## config.mk

```make
export PLATFORM = sky130hd
export DESIGN_NAME = uart_tx_sched
export DESIGN_NICKNAME = d
export VERILOG_FILES = /design/src/rtl/uart_tx_sched_pkg.sv /design/src/rtl/uart_tx_sched_rr_arbiter.sv /design/src/rtl/uart_tx_sched.sv
export SDC_FILE = /design/constraint.sdc
export NUM_CORES = 1
export LEC_CHECK = 0
export CAP_MARGIN = 20
export CELL_PAD_IN_SITES_DETAIL_PLACEMENT = 0
export CELL_PAD_IN_SITES_GLOBAL_PLACEMENT = 2
export CORE_MARGIN = 4
export CORE_UTILIZATION = 24
export CTS_BUF_LIST = sky130_fd_sc_hd__clkbuf_2 sky130_fd_sc_hd__clkbuf_4 sky130_fd_sc_hd__clkbuf_8
export CTS_CLUSTER_DIAMETER = 150
export DETAILED_ROUTE_END_ITERATION = 10
export PLACE_DENSITY_LB_ADDON = 0.1
export SYNTH_ARGS = -nofsm -noshare
export SYNTH_HDL_FRONTEND = slang
export SYNTH_HIERARCHICAL = 1
export SYNTH_SLANG_ARGS = --single-unit
```

## constraint.sdc

```tcl
create_clock -name CLK -period 2.06 [get_ports CLK]
set_input_delay 0.309 -clock CLK [delete_from_list [all_inputs] [get_ports CLK]]
set_output_delay 0.309 -clock CLK [all_outputs]
set_load 0.02 [all_outputs]
```

## src/rtl/uart_tx_sched_pkg.sv

```systemverilog
// Shared types and helpers for the uart_tx scheduler.
// Optional hex output is enabled by defining UART_TX_SCHED_HEX_EN.
package uart_tx_sched_pkg;

  typedef enum logic [1:0] {
    IDLE  = 2'd0,
    SEND  = 2'd1,
    DRAIN = 2'd2
  } state_t;

  localparam logic [7:0] HEX_ASCII_OFS_DIGIT = 8'h30;
  localparam logic [7:0] HEX_ASCII_OFS_ALPHA = 8'h37;

  // Upper-case ASCII hex digit for one nibble.
  function automatic logic [7:0] nib2ascii(input logic [3:0] i_nib);
    if (i_nib < 4'd10) begin
      return HEX_ASCII_OFS_DIGIT + {4'h0, i_nib};
    end
    return HEX_ASCII_OFS_ALPHA + {4'h0, i_nib};
  endfunction

endpackage

```

## src/rtl/uart_tx_sched_rr_arbiter.sv

```systemverilog
// Round-robin arbiter: search starts one past the last winner.
module rr_arbiter #(
  parameter int NUM_REQ = 2,
  parameter int IDXW    = (NUM_REQ > 1) ? $clog2(NUM_REQ) : 1
) (
  input  logic [NUM_REQ-1:0] i_req,
  input  logic [IDXW-1:0]    i_ptr,
  input  logic               i_en,
  output logic [NUM_REQ-1:0] o_grant,
  output logic [IDXW-1:0]    o_idx
);

  logic            w_found;
  logic [IDXW-1:0] w_cand;

  // Scan requesters in rotation order and take the first pending one.
  always_comb begin
    o_grant = '0;
    o_idx   = '0;
    w_found = 1'b0;
    w_cand  = '0;
    for (int unsigned k = 1; k <= NUM_REQ; k++) begin
      w_cand = IDXW'((32'(i_ptr) + k) % NUM_REQ);
      if (i_en && !w_found && i_req[w_cand]) begin
        w_found         = 1'b1;
        o_grant[w_cand] = 1'b1;
        o_idx           = w_cand;
      end
    end
  end

endmodule

```

## src/rtl/uart_tx_sched.sv

```systemverilog
// Shares one uart_tx between NUM_REQ byte producers (round-robin).
// Define UART_TX_SCHED_HEX_EN to send requests as two ASCII hex chars
// when req_hex is set; otherwise every request is one raw byte.
module uart_tx_sched
  import uart_tx_sched_pkg::*;
#(
  parameter int NUM_REQ       = 2,
  parameter int WAIT_BUSY_MAX = 16
) (
  input  logic                 CLK,
  input  logic                 resetn,
  input  logic [NUM_REQ-1:0]   req_valid,
  input  logic [NUM_REQ-1:0]   req_hex,
  input  logic [8*NUM_REQ-1:0] req_data,
  output logic [NUM_REQ-1:0]   req_ready,
  output logic                 uart_tx_en,
  output logic [7:0]           uart_tx_data,
  input  logic                 uart_tx_busy,
  output logic                 sched_busy,
  output logic                 timeout
);

  localparam int IDXW = (NUM_REQ > 1) ? $clog2(NUM_REQ) : 1;
  localparam int CNTW = $clog2(WAIT_BUSY_MAX + 1);

  state_t            r_state;
  state_t            w_state_nxt;
  logic [IDXW-1:0]   r_ptr;
  logic [7:0]        r_byte;
  logic [CNTW-1:0]   r_cnt;
  logic [CNTW-1:0]   w_cnt_nxt;
  logic              r_timeout;
  logic              w_timeout_set;
  logic              w_arb_en;
  logic [NUM_REQ-1:0] w_grant;
  logic [IDXW-1:0]   w_idx;
  logic              w_any;
  logic [7:0]        w_sel_byte;
  logic [7:0]        w_char;
  logic              w_last_char;

`ifdef UART_TX_SCHED_HEX_EN
  logic r_hex;
  logic r_nib_lo;
  logic w_sel_hex;
`else
  logic w_unused_hex;
  assign w_unused_hex = ^req_hex;
`endif

  // Grants are only offered while idle, out of reset, with uart_tx free.
  assign w_arb_en = (r_state == IDLE) && !uart_tx_busy && resetn;

  rr_arbiter #(
    .NUM_REQ (NUM_REQ),
    .IDXW    (IDXW)
  ) u_arb (
    .i_req   (req_valid),
    .i_ptr   (r_ptr),
    .i_en    (w_arb_en),
    .o_grant (w_grant),
    .o_idx   (w_idx)
  );

  assign w_any     = |w_grant;
  assign w_cnt_nxt = r_cnt + CNTW'(1);

  // Select the granted requester's byte (and hex flag).
  always_comb begin
    w_sel_byte = '0;
`ifdef UART_TX_SCHED_HEX_EN
    w_sel_hex  = |(w_grant & req_hex);
`endif
    for (int unsigned k = 0; k < NUM_REQ; k++) begin
      if (w_grant[k]) begin
        w_sel_byte = req_data[8*k +: 8];
      end
    end
  end

  // Current character and whether it is the final one of the request.
  always_comb begin
`ifdef UART_TX_SCHED_HEX_EN
    if (r_hex) begin
      w_char = nib2ascii(r_nib_lo ? r_byte[3:0] : r_byte[7:4]);
    end else begin
      w_char = r_byte;
    end
    w_last_char = !r_hex || r_nib_lo;
`else
    w_char      = r_byte;
    w_last_char = 1'b1;
`endif
  end

  // Next-state logic.
  always_comb begin
    w_state_nxt   = r_state;
    w_timeout_set = 1'b0;
    case (r_state)
      IDLE: begin
        if (w_any) begin
          w_state_nxt = SEND;
        end
      end
      SEND: begin
        if (uart_tx_busy) begin
          w_state_nxt = DRAIN;
        end else if (w_cnt_nxt == CNTW'(WAIT_BUSY_MAX)) begin
          w_state_nxt   = IDLE;
          w_timeout_set = 1'b1;
        end
      end
      DRAIN: begin
        if (!uart_tx_busy) begin
          w_state_nxt = w_last_char ? IDLE : SEND;
        end
      end
      default: w_state_nxt = IDLE;
    endcase
  end

  // State, capture registers, wait counter and timeout pulse.
  always_ff @(posedge CLK) begin
    if (!resetn) begin
      r_state   <= IDLE;
      r_ptr     <= IDXW'(NUM_REQ - 1);
      r_byte    <= '0;
      r_cnt     <= '0;
      r_timeout <= 1'b0;
`ifdef UART_TX_SCHED_HEX_EN
      r_hex     <= 1'b0;
      r_nib_lo  <= 1'b0;
`endif
    end else begin
      r_state   <= w_state_nxt;
      r_timeout <= w_timeout_set;
      if (w_any) begin
        r_byte <= w_sel_byte;
        r_ptr  <= w_idx;
`ifdef UART_TX_SCHED_HEX_EN
        r_hex    <= w_sel_hex;
        r_nib_lo <= 1'b0;
`endif
      end
      if (w_state_nxt == SEND && r_state != SEND) begin
        r_cnt <= '0;
      end else if (r_state == SEND) begin
        r_cnt <= w_cnt_nxt;
      end
`ifdef UART_TX_SCHED_HEX_EN
      if (r_state == DRAIN && !uart_tx_busy && !w_last_char) begin
        r_nib_lo <= 1'b1;
      end
`endif
    end
  end

  assign req_ready    = w_grant;
  assign uart_tx_en   = (r_state == SEND);
  assign uart_tx_data = (r_state == IDLE) ? 8'h00 : w_char;
  assign sched_busy   = (r_state != IDLE);
  assign timeout      = r_timeout;

endmodule

```

; ---- Word level (Yosys, flattened, before mapping)
; Cells that the tools add are included.
[word_totals]
output_inout_bits = 13
reg_bits = 17
inputBits = 23
wordCells = 57
[op_classes]
order_cmp = 4
n_mux = 22
n_eq_ne = 5
n_addsub = 3
reduce_logical = 15
n_bitwise = 3
[ops]
columns = cell, count
row1 = 8-bit 2-to-1 mux, 3
row2 = 2-bit 2-to-1 mux, 6
row3 = 1-bit 2-to-1 mux, 10
row4 = 1-bit logical AND, 8
row5 = 2-bit one-hot mux with 3 select lines, 1
row6 = "5-bit by 1-bit adder with 5-bit output, second input constant", 1
row7 = "5-bit equality test, second input constant", 1
row8 = "2-bit by 1-bit equality test with 1-bit output, second input constant", 2
row9 = "1-bit by 2-bit less-than comparator with 1-bit output, second input constant", 2
row10 = 2-bit OR reduction, 2
row11 = 3-bit OR reduction, 1
row12 = "1-bit adder, second input constant", 2
row13 = 1-bit demux with 1-bit select, 2
row14 = "2-bit equality test, second input constant", 1
row15 = "1-bit >= comparator, second input constant", 2
row16 = 1-bit logical NOT, 2
row17 = 2-bit logical NOT, 1
row18 = "2-bit by 1-bit inequality test with 1-bit output, second input constant", 1
row19 = 1-bit inverter, 2
row20 = 2-bit OR, 1
row21 = 2-bit nonzero test, 1

; ---- Depth between registers and ports, before layout
[depth]
ltp_word = 15
ltp_mapped = 10
ltp_nobuf = 8

; ---- By module
; Netlist, hierarchy kept.
[by_module_without_submodules]
columns = module, instances, cells_each, area_each_um2, seq_area_each_um2
row1 = uart_tx_sched, 1, 95, 854.6, 340.3
row2 = rr_arbiter, 1, 6, 26.3, 0.0

; ---- Worst setup path before layout
; No wires, ideal clock.
[synth_path]
path_kind = reg2reg
start = register r_state[1]
end = register r_cnt[0]
path_stages_with_launch = 11
t_required_ns = 1.927
path_buffers = 2
setup_slack_ns = -0.251
t_arrival_ns = 2.178
path_cell_list = dfxtp_1 -> nor2_1 -> inv_1 -> clkbuf_1 -> nor2_1 -> nand2_1 -> a21oi_1 -> buf_2 -> nor2_1 -> o21ai_0 -> nor2_1
[synth_between]
elab_chain_cells = 15
[synth_lines]
columns = element, line_no
row1 = from (decl), uart_tx_sched.sv:26  ; state_t r_state;
row2 = from (signal assigned), uart_tx_sched.sv:136  ; r_state <= w_state_nxt;
row3 = 2-bit logical NOT (*), uart_tx_sched.sv:52  ; assign w_arb_en = (r_state == IDLE) && !uart_tx_busy && resetn;
row4 = 1-bit logical AND (*) (2 in a row), uart_tx_sched.sv:52
row5 = named net w_arb_en, uart_tx_sched.sv:34  ; logic w_arb_en;
row6 = 1-bit logical AND, uart_tx_sched_rr_arbiter.sv:24  ; if (i_en && !w_found && i_req[w_cand]) begin
row7 = 1-bit 2-to-1 mux, uart_tx_sched_rr_arbiter.sv:24
row8 = 1-bit logical NOT, uart_tx_sched_rr_arbiter.sv:24
row9 = 1-bit logical AND (2 in a row), uart_tx_sched_rr_arbiter.sv:24
row10 = 2-bit 2-to-1 mux (*), uart_tx_sched_rr_arbiter.sv:24
row11 = named net req_ready[1], uart_tx_sched.sv:15  ; output logic [NUM_REQ-1:0] req_ready,
row12 = 2-bit OR reduction (*), uart_tx_sched.sv:65  ; assign w_any = |w_grant;
row13 = 2-bit 2-to-1 mux (*), uart_tx_sched.sv:102  ; if (w_any) begin
row14 = 2-bit one-hot mux with 3 select lines (*), uart_tx_sched.sv:100  ; case (r_state)
row15 = 2-bit by 1-bit equality test with 1-bit output (*), uart_tx_sched.sv:146  ; if (w_state_nxt == SEND && r_state != SEND) begin
row16 = 1-bit logical AND (*), uart_tx_sched.sv:146
row17 = 2-bit OR reduction (no source line) (*), n/a
row18 = to (signal assigned), uart_tx_sched.sv:149  ; r_cnt <= w_cnt_nxt;
row19 = to (decl), uart_tx_sched.sv:30  ; logic [CNTW-1:0] r_cnt;
; The timed path passes the listed nets; every way through them passes the cells marked *.
; A chain may end at the register's enable or synchronous reset.

; ---- Final worst setup path
[layout_path]
start = input uart_tx_busy
end = output req_ready[1]
[layout_between]
elab_chain_cells = 9
[layout_lines]
columns = element, line_no
row1 = from (decl), uart_tx_sched.sv:18  ; input logic uart_tx_busy,
row2 = 1-bit logical NOT (*), n/a
row3 = 1-bit logical AND (*) (2 in a row), uart_tx_sched.sv:52
row4 = named net w_arb_en, uart_tx_sched.sv:34
row5 = 1-bit logical AND, uart_tx_sched_rr_arbiter.sv:24
row6 = 1-bit 2-to-1 mux, uart_tx_sched_rr_arbiter.sv:24
row7 = 1-bit logical NOT, uart_tx_sched_rr_arbiter.sv:24
row8 = 1-bit logical AND (2 in a row), uart_tx_sched_rr_arbiter.sv:24
row9 = 2-bit 2-to-1 mux (*), uart_tx_sched_rr_arbiter.sv:24
row10 = to (decl), uart_tx_sched.sv:15
; Marked as above.

==> results.json <==
{
  "synth_nets": 125,
  "setup_viol": 0,
  "multiInputGateArea_sq_um": 512,
  "seq_area_sq_um": 340,
  "die_x_um": 68.6,
  "root_buffer": "clkbuf_8",
  "antenna_found_initial": 0,
  "highest_layer": "met4",
  "synth_top_area_share_pct": 38.6,
  "hold_viol_final": 0,
  "finalCritPeriodShare_pct": 93.7,
  "slew_headroom_pct": 78.6,
  "syn_avg_cell_area_sq_um": 8.72,
  "dp_hpwl_mm": 1.75,
  "diodes": 0,
  "ys.flop_type": "dfxtp_1",
  "tightest_slew_ns": 0.319,
  "fin_util_pct": 39.9,
  "grt_max_degree": 11,
  "cts_hold_repair.buffers": 0,
  "drt-vias-per-instance": 4.26,
  "cap_violations": 0,
  "wl_mm": 2.26,
  "nets": 168,
  "ctsHtreeMaxLevel": 1,
  "drtPass1Iterations": 4,
  "pwr_density_cell_mw_per_mm2": 557,
  "hp-start": "r_cnt[4]$_SDFFE_PP0P_",
  "clock-sinks": 17,
  "reg2reg_from": "r_state[1]$_SDFF_PN0_",
  "met2_length_mm": 1.04,
  "avgRoutedWirePerCell_um": 12.0,
  "final-max-slew-violation-count": 0,
  "setup_tns_ns": 0,
  "synth-edff-count": 0,
  "synth.area.top_cells": "dfxtp_1 39%, mux2i_1 10%, mux2_2 10%, and2_1 5.7%, nor2_1 5.5%",
  "cts_resized": 7,
  "synthMostInstantiatedCell": "dfxtp_1",
  "grt_overflow": 0,
  "crit_type": "input pin to primary output",
  "io_buffers": 33,
  "cp-end-kind": "primary output",
  "clk_latency_ns": 0.25,
  "cts_setup_buffers": 0,
  "layout-drive-gt1-share_pct": 18.9,
  "outcome": "complete, no violations",
  "synth_cell_types": 27,
  "synth-seq-cells": 17,
  "io_pins": 36,
  "vias": 806,
  "rsz0062_at_grt": "false",
  "startpoint": "uart_tx_busy",
  "track_usage_pct": 11.4,
  "die_y_um": 68.6,
  "initial_utilization_pct": 25.6,
  "wl_met1_mm": 1.09,
  "grt_pass1_wl_mm": 3.89,
  "vdd_drop_max_mv": 0.224,
  "area_growth_pct": 56.0,
  "drc_errors": 0,
  "dr_wl_met3_um": 93,
  "syn_inst": 101,
  "synth_top_area_cell": "dfxtp_1",
  "fillers": 365,
  "worst_ep_arrival_time_ns": 1.62,
  "fin_cells": 189,
  "cts_tree": "yes",
  "place_inst": 185,
  "ys_top_cells_by_count": "17 x dfxtp_1, 13 x nor2_1, 9 x mux2i_1, 9 x nand2_1",
  "grt_pass1_vias": 820,
  "numCtsBuffers": 3,
  "fmax_ghz": 0.518,
  "syn-cell-area_sq_um": 881,
  "dp_slack_ns": -0.149,
  "cp.required_ns": 1.75,
  "clk_pin_slew_ns": 0.07,
  "setup_ws_ns": 0.131,
  "clock_path_buffers": 2,
  "hp-class": "flop to flop",
  "row_count": 21,
  "drt_iter0_drc": 8,
  "place_congestion": 0.679,
  "dieArea_sq_mm": 0.00470,
  "clock_skew_ns": 0.000816,
  "yosysWarnings": 6,
  "min_period_ns": 1.93,
  "cp_max_fo": 2,
  "ant_nets": 0,
  "core_area_sq_mm": 0.00344,
  "power_mw": 0.765,
  "startpoint_type": "input pin",
  "ys_seq_area_share_pct": 38.6,
  "p_leak_nw": 0.622,
  "postSynth.asyncResetShare_pct": 0
}
==> metrics by stage <==
stage / hold slack [ns] / instance area (sq um)
after floorplan: 0.381 / 891
after global placement: 0.470 / 1320
after detailed placement: 0.489 / 1320
after CTS: 0.499 / 1360
after global routing: 0.538 / 1370
final: 0.500 / 1370
==> worst paths after layout <==
path / end / slack (ns) / cells past startpoint
worst max-delay path: req_ready[1] / 0.13 / 6
worst min register to register: r_cnt[4]$_SDFFE_PP0P_ / 0.50 / 2
worst min-delay path: r_cnt[4]$_SDFFE_PP0P_ / 0.50 / 2
worst max register to register: r_state[0]$_SDFF_PN0_ / 0.32 / 9
==> layer usage <==
| metal | global-route usage, % | vias up |
|---|---|---|
| li1 | - | 420 |
| met1 | 14.9 | 361 |
| met2 | 17.3 | 21 |
| met3 | 2.92 | 4 |
| met4 | 5.96 | 0 |
| met5 | 0 | - |
==> cell usage in the layout, fill, tap and decap left out, drive strengths merged, types with 2 or more instances in the layout <==
| master | instances |
|---|---|
| mux2i | 9 |
| and2 | 8 |
| nand3 | 2 |
| nor2 | 13 |
| buf | 9 |
| a21oi | 8 |
| o21ai | 2 |
| clkdlybuf4s50 | 23 |
| nand2b | 4 |
| clkbuf | 4 |
| mux2 | 8 |
| nand2 | 9 |
| dlymetal6s2s | 3 |
| dfxtp | 17 |
| dlygate4sd2 | 7 |
| inv | 4 |
==> logic make-up after synthesis <==
family,count (synthesis),synth area share (%)
compound gates,13,8.38
mux,17,20.5
fa+ha+maj,1,1.42
buf+inv,9,4.97
xor+xnor,2,1.99
flops,17,38.6
simple gates,42,24.1
==> worst max-delay path, cell delays in order <==
cell             delay (ns)
clkdlybuf4s50_1        0.42
nand2b_1               0.17
nor2_1                 0.13
nand2_1                0.10
a21oi_2                0.13
dlygate4sd2_1          0.35
==> registers in the layout, indices dropped and copies added (netlist names) <==
register,count
r_state,2
r_byte,8
r_cnt,5
r_ptr,1
timeout,1
==> cell type report <==
| type | instances | area share [%] |
|---|---|---|
| clock buffers | 4 | 3.55 |
| inverters | 5 | 1.37 |
| multi-input cells | 75 | 37.2 |
| flip-flops and latches | 17 | 24.8 |
| well taps | 46 | 4.19 |
| repair buffers | 42 | 28.9 |
==> where the power goes <==
group | leakage (nW) | switching, mW | internal, mW
combinational | 0.457 | 0.0606 | 0.0851
sequential | 0.138 | 0.00856 | 0.342
clock | 0.0262 | 0.118 | 0.151
Power figures use the tool's default switching activity.
